==> src/rtl/id_pkg.sv <==
// id_pkg: shared state encoding and counter widths for the serialization controller
package id_pkg;
  typedef enum logic [2:0] {IDLE, DRAIN, FLUSH, NOTIFY, RELEASE} state_t;
  localparam int CNT_W = 3;
  localparam int TO_W = 10;
endpackage

==> src/rtl/id_serial_pick.sv <==
// id_serial_pick: lowest-set-bit priority encoder returning index and found flag
module id_serial_pick #(
  parameter int N = 2
) (
  input  logic [N-1:0] req,
  output logic [1:0]   idx,
  output logic         found
);
  always_comb begin
    idx = '0;
    found = 1'b0;
    for (int i = N - 1; i >= 0; i--) begin
      if (req[i]) begin
        idx = 2'(i);
        found = 1'b1;
      end
    end
  end
endmodule

==> src/rtl/id_serialize_ctrl.sv <==
// id_serialize_ctrl: drains, flushes and replays around serializing decode lanes
module id_serialize_ctrl
  import id_pkg::*;
#(
  parameter int LANES = 2,
  parameter int DRAIN_CYCLES = 3,
  parameter int FLUSH_TIMEOUT = 255
) (
  input  logic             CLK,
  input  logic             RESET,
  input  logic [LANES-1:0] instr_valid,
  input  logic [LANES-1:0] is_serial,
  input  logic [LANES-1:0] notify_sim,
  input  logic             stall_in,
  input  logic             flush_finished,
  output logic [LANES-1:0] issue_mask,
  output logic             bubble,
  output logic             flush,
  output logic             SYS,
  output logic             WANT_FREEZE,
  output logic             replay_req,
  output logic [1:0]       replay_lane,
  output logic [2:0]       sys_count,
  output logic             flush_timeout_err
);
  state_t st;
  logic [CNT_W-1:0] cnt;
  logic [TO_W-1:0] tcnt;
  logic [1:0] idx, k;
  logic found, note, rep, err;
  logic [LANES-1:0] below, hi, ns_sh;
  id_serial_pick #(.N(LANES)) u_pick (
    .req  (instr_valid & is_serial),
    .idx  (idx),
    .found(found)
  );
  always_comb begin
    below = instr_valid & ((LANES'(1) << idx) - LANES'(1));
    hi = (instr_valid >> idx) >> 1;
    ns_sh = notify_sim >> idx;
    // IDLE issue/freeze follow the live bundle; every other state is decoded from st
    issue_mask = st == IDLE ? ((RESET || stall_in) ? '0 : found ? below : instr_valid)
               : st == NOTIFY ? LANES'(1) << k : '0;
    WANT_FREEZE = st == IDLE ? (!RESET && (stall_in || found)) : st != RELEASE;
    bubble = st == DRAIN || st == FLUSH || st == RELEASE;
    flush = st == FLUSH;
    SYS = st == NOTIFY && note;
    replay_req = st == NOTIFY && rep;
    replay_lane = replay_req ? k : 2'd0;
    sys_count = st == DRAIN ? 3'(cnt) : 3'd0;
    flush_timeout_err = err;
  end
  always_ff @(posedge CLK) begin
    if (RESET) begin
      st <= IDLE;
      cnt <= '0;
      tcnt <= '0;
      k <= '0;
      note <= 1'b0;
      rep <= 1'b0;
      err <= 1'b0;
    end else begin
      unique case (st)
        IDLE: if (!stall_in && found) begin
          st <= DRAIN;
          k <= idx;
          note <= ns_sh[0];
          rep <= |hi;
          cnt <= CNT_W'(DRAIN_CYCLES);
        end
        DRAIN: if (!stall_in) begin
          cnt <= cnt - CNT_W'(1);
          if (cnt == CNT_W'(1)) begin
            st <= FLUSH;
            tcnt <= '0;
          end
        end
        FLUSH: begin
          tcnt <= tcnt + TO_W'(1);
          // an ack arriving on the last allowed cycle still counts as a clean exit
          if (flush_finished || tcnt == TO_W'(FLUSH_TIMEOUT - 1)) begin
            st <= NOTIFY;
            err <= err | !flush_finished;
          end
        end
        NOTIFY: st <= RELEASE;
        RELEASE: st <= IDLE;
        default: st <= IDLE;
      endcase
    end
  end
endmodule

==> config.mk <==
export PLATFORM = sky130hd
export DESIGN_NAME = id_serialize_ctrl
export DESIGN_NICKNAME = d
export VERILOG_FILES = /design/src/rtl/id_pkg.sv /design/src/rtl/id_serial_pick.sv /design/src/rtl/id_serialize_ctrl.sv
export SDC_FILE = /design/constraint.sdc
export NUM_CORES = 1
export LEC_CHECK = 0
export CAP_MARGIN = 25
export CORE_MARGIN = 2
export CORE_UTILIZATION = 35
export DETAILED_ROUTE_END_ITERATION = 10
export PLACE_DENSITY = 0.6
export SYNTH_ARGS = -nofsm -noshare
export SYNTH_HDL_FRONTEND = slang
export SYNTH_SLANG_ARGS = --single-unit
==> constraint.sdc <==
create_clock -name CLK -period 5.25 [get_ports CLK]
set_input_delay 1.3125 -clock CLK [delete_from_list [all_inputs] [get_ports CLK]]
set_output_delay 1.3125 -clock CLK [all_outputs]
set_load 0.005 [all_outputs]
==> impl_summary.md, run 1 <==
Outcome
The flow ran to the end, and the final reports show no timing, DRC or antenna violations.

Route
The number of optimization iterations in the first detailed-route pass is 6. Summing over every cut layer, the via total after detailed routing is 1030. The final routed wirelength across all metal layers is 2453 um. Once detail routing completed, the nets flagged for antenna violations numbered 0. Using the TritonRoute via totals, the vias-per-cell ratio works out to 5.176. After the first detailed-routing iteration, the DRC count stood at 46. In the routed design, unresolved DRC markers number 0. The wire length per cell after detailed routing is 12.33 um.

Clocking
Once the clock tree was built, the resizer swapped 0 gates to a different size. The total clock buffers created by CTS is 3. The clock passes through at most 2 buffers. Clock latency on the worst-skew pair, taken at its later pin, is 290 ps.

The root buffer cell chosen for the clock tree is clkbuf_4. The number of hold buffers added after CTS was 0. In this run the number of H-tree levels came out at 1.

TritonCTS built the clock tree. In this run the post-CTS setup repair buffer count came out at 0. The sink count of the clock tree is 20. After clock tree synthesis, the clock-pin slew on the worst setup and hold paths is 110 ps.

Timing
The headroom to the max-slew limit is 61.00%. Setup repair after global routing left no endpoint under its margin. Clock skew on the completed layout was measured at 5.307 ps. The hold violation total from the final report came to 0. The total negative slack for setup checks is 0 ps.

The tightest hold path in the finished design has a slack of 487.6 ps. In the finished design, the share of the clock period the worst path needs comes to 79.98%. The measured slew at the worst slew-check pin is 585.0 ps.

The final critical delay including setup and external delays is 4199 ps. The number of pins with negative max-slew slack in the final report is 0. After layout, the worst setup slack is 1051 ps. Setup violations remaining at the end of the flow were counted as 0. The timing-limited maximum frequency is 238.1 MHz.

Placed design
Routability-driven placement finished with a final weighted congestion of 0.7411. The count of buffers added on input and output ports is 21. At the placement stage, the worst setup path has a slack of 1062 ps. Once detailed placement completed, the half-perimeter wirelength came to 1841 um. Once placement finished, the instance area stood at 1353 sq um. The number of placed instances, taps included is 196.

Logic synthesis
In this run, distinct cell masters in the synthesized netlist total 41. Dividing the synthesized area by the synthesized cell count gives 8.197 sq um. The number of nets in the synthesized netlist is 150. The sequential area share after synthesis is 35.91%. The cell accounting for the most synthesized area is dfxtp_1. Counting flops with an async set or reset pin after synthesis yields a share of 0%.

By area the synthesized netlist is led by dfxtp_1, a21oi_1, ha_1, nand2_1, nor2_1. The Yosys step of the flow raised 0 warnings. The cell area that synthesis handed to floorplanning was 1115 sq um. The main flop type after synthesis is dfxtp_1. Synthesis handed over a netlist of 136 instances.

Yosys mapped a number of flops with a built-in enable equal to 0. The most repeated cell in the gate-level netlist after synthesis is dfxtp_1. The share of the synthesized area in the top cell type is 35.91%. In the synthesized netlist, the cells that appear most often are dfxtp_1, nand2_1, nor2_1.

Counting flops and latches in the post-synthesis netlist gives 20.

Power
The maximum resistive drop on vdd is 0.0001089 V. In this run the power density over the cells is 203.0 nW/um^2. Summed over all cells, the static leakage comes to 0.4828 nW.

GRT
The via count of the first global-routing pass was 999. The largest net degree at the start of global routing is 16. In the global route stage, met3 resource usage came out at 2.772%. The busiest layer in global routing is met2. Global routing consumed, on the met2 layer, 25.93% of the routing resources. For this run, global-route usage on met1 was measured as 19.38%. Global routing finished with a remaining overflow of 0.

The first-pass GRT wire length is 4257 um. The number of antenna violations at the first check in global routing is 0. Across every metal layer, demand over resource in global routing totals 15.26%.

Critical path
The worst setup path category is in -> out. Walking the worst path, the cells encountered are clkdlybuf4s50_1, buf_4, nor3_1, nand4b_1, o21ai_0, clkdlybuf4s50_1. On the worst path, the slowest cell contributes a delay of 520 ps. The most frequent cell on the critical path is clkdlybuf4s50_1. Data on the critical path is required at its endpoint by 3940 ps. The worst setup path is launched from an input pin. The library cell contributing the largest single delay on the critical path is clkdlybuf4s50_1. The cell type group with the largest total delay on the critical path is buffers and inverters. The type of element capturing the critical path is an output pin. The data arrival time of the worst path is 2890 ps.

Of all nets on the critical path, the largest fanout is 15. The critical path contains buffers and inverters numbering 3 combined.

Finish
The net count of the finished layout is 171. The count of placed standard cells in the final layout, fillers left out is 199. After routing the design area is 1375 sq um. The growth of design area from synthesis to finish is 23.34%. The share of layout cells above drive strength 1 is 5.806%.

The layout has 306 filler cells. The total inserted antenna cells is 0.

Die
After floorplanning, the core was divided into 20 placement rows. The area of the die is 3652 sq um. The starting utilization of the core area is 36.52%. The die height is 60.44 um. The core region area is 3053 sq um. The die width is 60.44 um. The number of top-level pins is 23.

Flow run
The tool flagged a number of max-cap violations equal to 0.

Hold path
The type of the most critical hold path is reg -> reg.
==> cell type report <==
type | instances | area [sq um] | area share (%)
well taps | 44 | 55.05 | 4.004
multi-input cells | 105 | 660.6 | 48.04
repair buffers | 22 | 217.7 | 15.83
inverters | 5 | 18.77 | 1.365
flip-flops and latches | 20 | 400.4 | 29.12
clock buffers | 3 | 22.52 | 1.638
==> worst paths after layout <==
check	startpoint	slack (ps)	cells past startpoint	to
setup / recovery	RESET	1050	6	issue_mask[0]
hold / removal	flush_timeout_err	490	2	flush_timeout_err
setup reg to reg	st[1]	3180	4	tcnt[7]
hold reg to reg	flush_timeout_err	490	2	flush_timeout_err
==> cells in the final DEF (no fill, tap or decap), drive strengths merged, types with 5 or more instances in the layout <==
| cell | n |
|---|---|
| clkdlybuf4s50 | 21 |
| dfxtp | 20 |
| nand2 | 13 |
| nor2 | 12 |
| a21oi | 11 |
| o21ai | 8 |
| and2 | 5 |
| inv | 5 |
==> state kept, by name, summed over array words and instances, names as in the netlist <==
signal / cells
k: 1
note: 1
rep: 1
flush_timeout_err: 1
st: 3
tcnt: 10
cnt: 3
==> power breakdown <==
| group | internal [mW] | leakage [nW] | total, mW | switching (mW) |
|---|---|---|---|---|
| clock network | 0.0267 | 0.0138 | 0.0703 | 0.0436 |
| logic | 0.0248 | 0.307 | 0.0476 | 0.0227 |
| registers | 0.156 | 0.162 | 0.161 | 0.00500 |
==> tightest hold or removal path: stages (launching register included) <==
cell and delay, ps:
dfxtp_1 350, a41oi_1 50, nor2_1 70
==> stage by stage <==
stage          power (mW)  util, %
5_1_grt            0.2950    45.04
4_1_cts            0.2835    45.04
2_1_floorplan      0.1911        -
3_3_place_gp       0.2113    44.30
3_5_place_dp       0.2124    44.30
6_report           0.2791    45.04
==> routing by layer <==
layer / routed length, um / vias up
met1: 1181 / 480
met3: 82 / 2
li1: - / 529
met5: 0 / -
met2: 1173 / 19
met4: 15 / 0
==> cell families (layout without fill, tap and decap cells) <==
logic type | Yosys count | in the layout | share of synthesized area [%]
fa+ha+maj | 4 | 4 | 4.490
other cells | 1 | 1 | 0.3364
compound gates | 33 | 33 | 18.41
simple gates | 62 | 62 | 31.87
buf+inv | 11 | 30 | 4.825
mux | 2 | 2 | 1.796
flops | 20 | 20 | 35.91
xor+xnor | 3 | 3 | 2.357
Note: power is estimated with default switching activity, not from simulation.
==> run 2, diff against run 1 <==
- clock period: 5.25 -> 4.4 ns (I/O delays scaled with it)
==> impl_summary.md, run 2 (synthesis gave the netlist of run 1 again) <==
Outcome
The flow ran to the end, and the final reports show no timing, DRC or antenna violations.

Route
In the detailed route, the total length drawn on met2 is 1209 um. In this run the top signal layer used is met3. The total via count in the routed design is 1047.

Summed over all layers, the routed wires come to 2500 um. The final routed DRC violation total is 0. For this run, the detailed router's first-pass iteration total came to 4.

The routed length on met1 is 1152 um. The routed design uses 138 um of met3 wire. The detail-routed via count per cell is 5.235. The antenna violation net count after detailed routing is 0. The detailed router finished its first iteration with 91 violations.

In the final routed layout, each cell accounts on average for 12.50 um.

Power
The leakage power figure is 0.4900 nW. Of the total power, the share spent switching nets is 25.18%. The part of the power in the clock network is 29.9%. The internal power component is 0.2665 mW. The share of total power dissipated in combinational logic is 16.1%. The power density normalized to cell area is 256.5 nW/um^2. The maximum resistive drop on vdd is 0.0001611 V. The share of power burned in registers is 53.9%. The net load switching power is 0.08970 mW.

Finish
The share of layout cells above drive strength 1 is 6.410%. The final-layout fill cell count is 326. The register bank with the most flops is tcnt. In the layout the commonest cells are clkdlybuf4s50_1, dfxtp_1, nand2_1. The growth of design area from synthesis to finish is 24.58%. The total inserted antenna cells is 0. In the final layout, the registers with the most flip-flops are tcnt: 10 flops, cnt: 3 flops, st: 3 flops.

The finished layout cell area is 1389 sq um. The register with the most flip-flops in the layout has 10 of them. Summing all flip-flop and latch instances after layout gives 400.4 sq um. The final layout contains 171 nets. The most common cell after layout, fill and taps aside is clkdlybuf4s50_1. The multi-input combinational cells in the finished layout cover a total of 660.6 sq um.

Timing
For this run, the top clock speed supported by timing is 266.7 MHz. The total negative slack for setup checks is 0 ps. Dividing the final minimum period by the clock period gives 85.22%. The measured slew at the worst slew-check pin is 590.3 ps. The number of pins with negative max-slew slack in the final report was 0. Between clock sinks in the finished design, the worst skew comes to 7.477 ps. Setup repair after global routing left no endpoint under its margin. Setup violations remaining at the end of the flow were counted as 0. Subtracting the final worst setup slack from the clock period gives 3750 ps. The hold violation total from the final report is 0.

The headroom to the max-slew limit is 60.65%.

Critical path
The number of logic stages on the critical path including buffering is 5. The number of cells on the worst reg-to-reg path is 4. Together, buffers and inverters on the worst path number 2.

For this run, the slowest stage of the critical path takes 530 ps. The critical path in this run is classified as in -> out. STA puts the critical path data arrival time at 2650 ps.

The critical path data required time is 3300 ps. The slowest stage of the critical path belongs to the cell clkdlybuf4s50_1. The most frequent cell on the critical path is clkdlybuf4s50_1. The cell family contributing the most delay on the critical path is buffers and inverters.

The type of element capturing the critical path is an output pin. Walking the worst path, the cells encountered are clkdlybuf4s50_1, a22oi_1, nor2b_1, o31ai_1, clkdlybuf4s50_1. The kind of launch point of the worst setup path is an input pin. Along the worst path, the maximum fanout reaches 4.

Hold path
The tightest min-delay check is of the reg -> reg type. Along the worst hold path, the cell count comes to 2.

Die
The number of top-level pins is 23. In this run the horizontal extent of the chip is 60.44 um. The floorplan has 20 rows. The floorplan step defined a core boundary enclosing 3053 sq um. The area of the die is 3652 sq um. The die height is 60.44 um. Once the floorplan was initialized, standard cells occupied 36.52% of the core.

Clocking
The total clock buffers created by CTS is 3. The sink count of the clock tree is 20. Once the clock tree was built, the resizer swapped 0 gates to a different size. The cell chosen for the clock root is clkbuf_4.

TritonCTS built the clock tree. The longest clock path from root to sink contains 2 buffers. Hold repair after CTS inserted 0 buffers. The number of setup buffers added after CTS is 0. The CTS clock-pin slew for the worst setup and hold paths is 110 ps. The later pin in the worst-skew pair is clocked with a latency of 300 ps. The H-tree level count is 1.

Placed design
The final HPWL from detailed placement is 1870 um. The final weighted congestion in routability-driven placement is 0.7298. Summing all placed instances gives a cell area of 1353 sq um. The count of input and output buffers is 21.

GRT
The total global routing overflow is 0. The via count of the first global-routing pass is 964. The number of antenna violations at the first check in global routing was 0. Entering global routing, the biggest net connects 16 pins.

The first-pass GRT wire length is 4215 um. The all-layer global routing usage is 15.28%.

Flow run
The tool flagged a number of max-cap violations equal to 0.
==> run 2: path summary, 6_finish.rpt <==
check | slack [ps] | to | from
setup reg to reg | 2390 | tcnt[7] | st[1]
hold / removal | 490 | tcnt[9] | tcnt[9]
setup / recovery | 650 | WANT_FREEZE | instr_valid[1]
hold reg to reg | 490 | tcnt[9] | tcnt[9]
==> run 2: power by group through the flow <==
stage                     clock network, mW  registers (mW)  logic, mW
after floorplan                           0           0.195     0.0335
after global placement                    0           0.196     0.0555
after detailed placement                  0           0.196     0.0571
after CTS                             0.111           0.192     0.0576
after global routing                  0.120           0.194     0.0632
final                                 0.107           0.192     0.0574
==> run 2: tightest hold or removal path, stage by stage, from the launching register on <==
cell and delay, ps:
dfxtp_1 340, o31ai_1 60, a21oi_1 50
==> run 2: per-stage QoR <==
step | total power [mW] | util (%) | cells | hold slack, ps | setup WS (ps)
global placement | 0.2517 | 44.30 | 196 | 453.9 | 677.0
CTS | 0.3612 | 45.49 | 200 | 492.0 | 641.4
detailed placement | 0.2535 | 44.30 | 196 | 474.7 | 649.4
floorplan | 0.2281 | - | 136 | 447.7 | 1728
finish | 0.3562 | 45.49 | 200 | 487.2 | 650.4
global route | 0.3770 | 45.49 | 200 | 517.4 | 560.7
==> run 2: routing by layer <==
layer,GRT usage (%),up-vias
met5,0,-
met4,2.795,0
li1,-,527
met3,4.478,0
met1,19.97,488
met2,25.47,32
==> run 2: cell type report <==
class                   instances  area share (%)
multi-input cells             105           47.57
flip-flops and latches         20           28.83
repair buffers                 22           15.68
well taps                      44           3.964
clock buffers                   4           2.613
inverters                       5           1.351
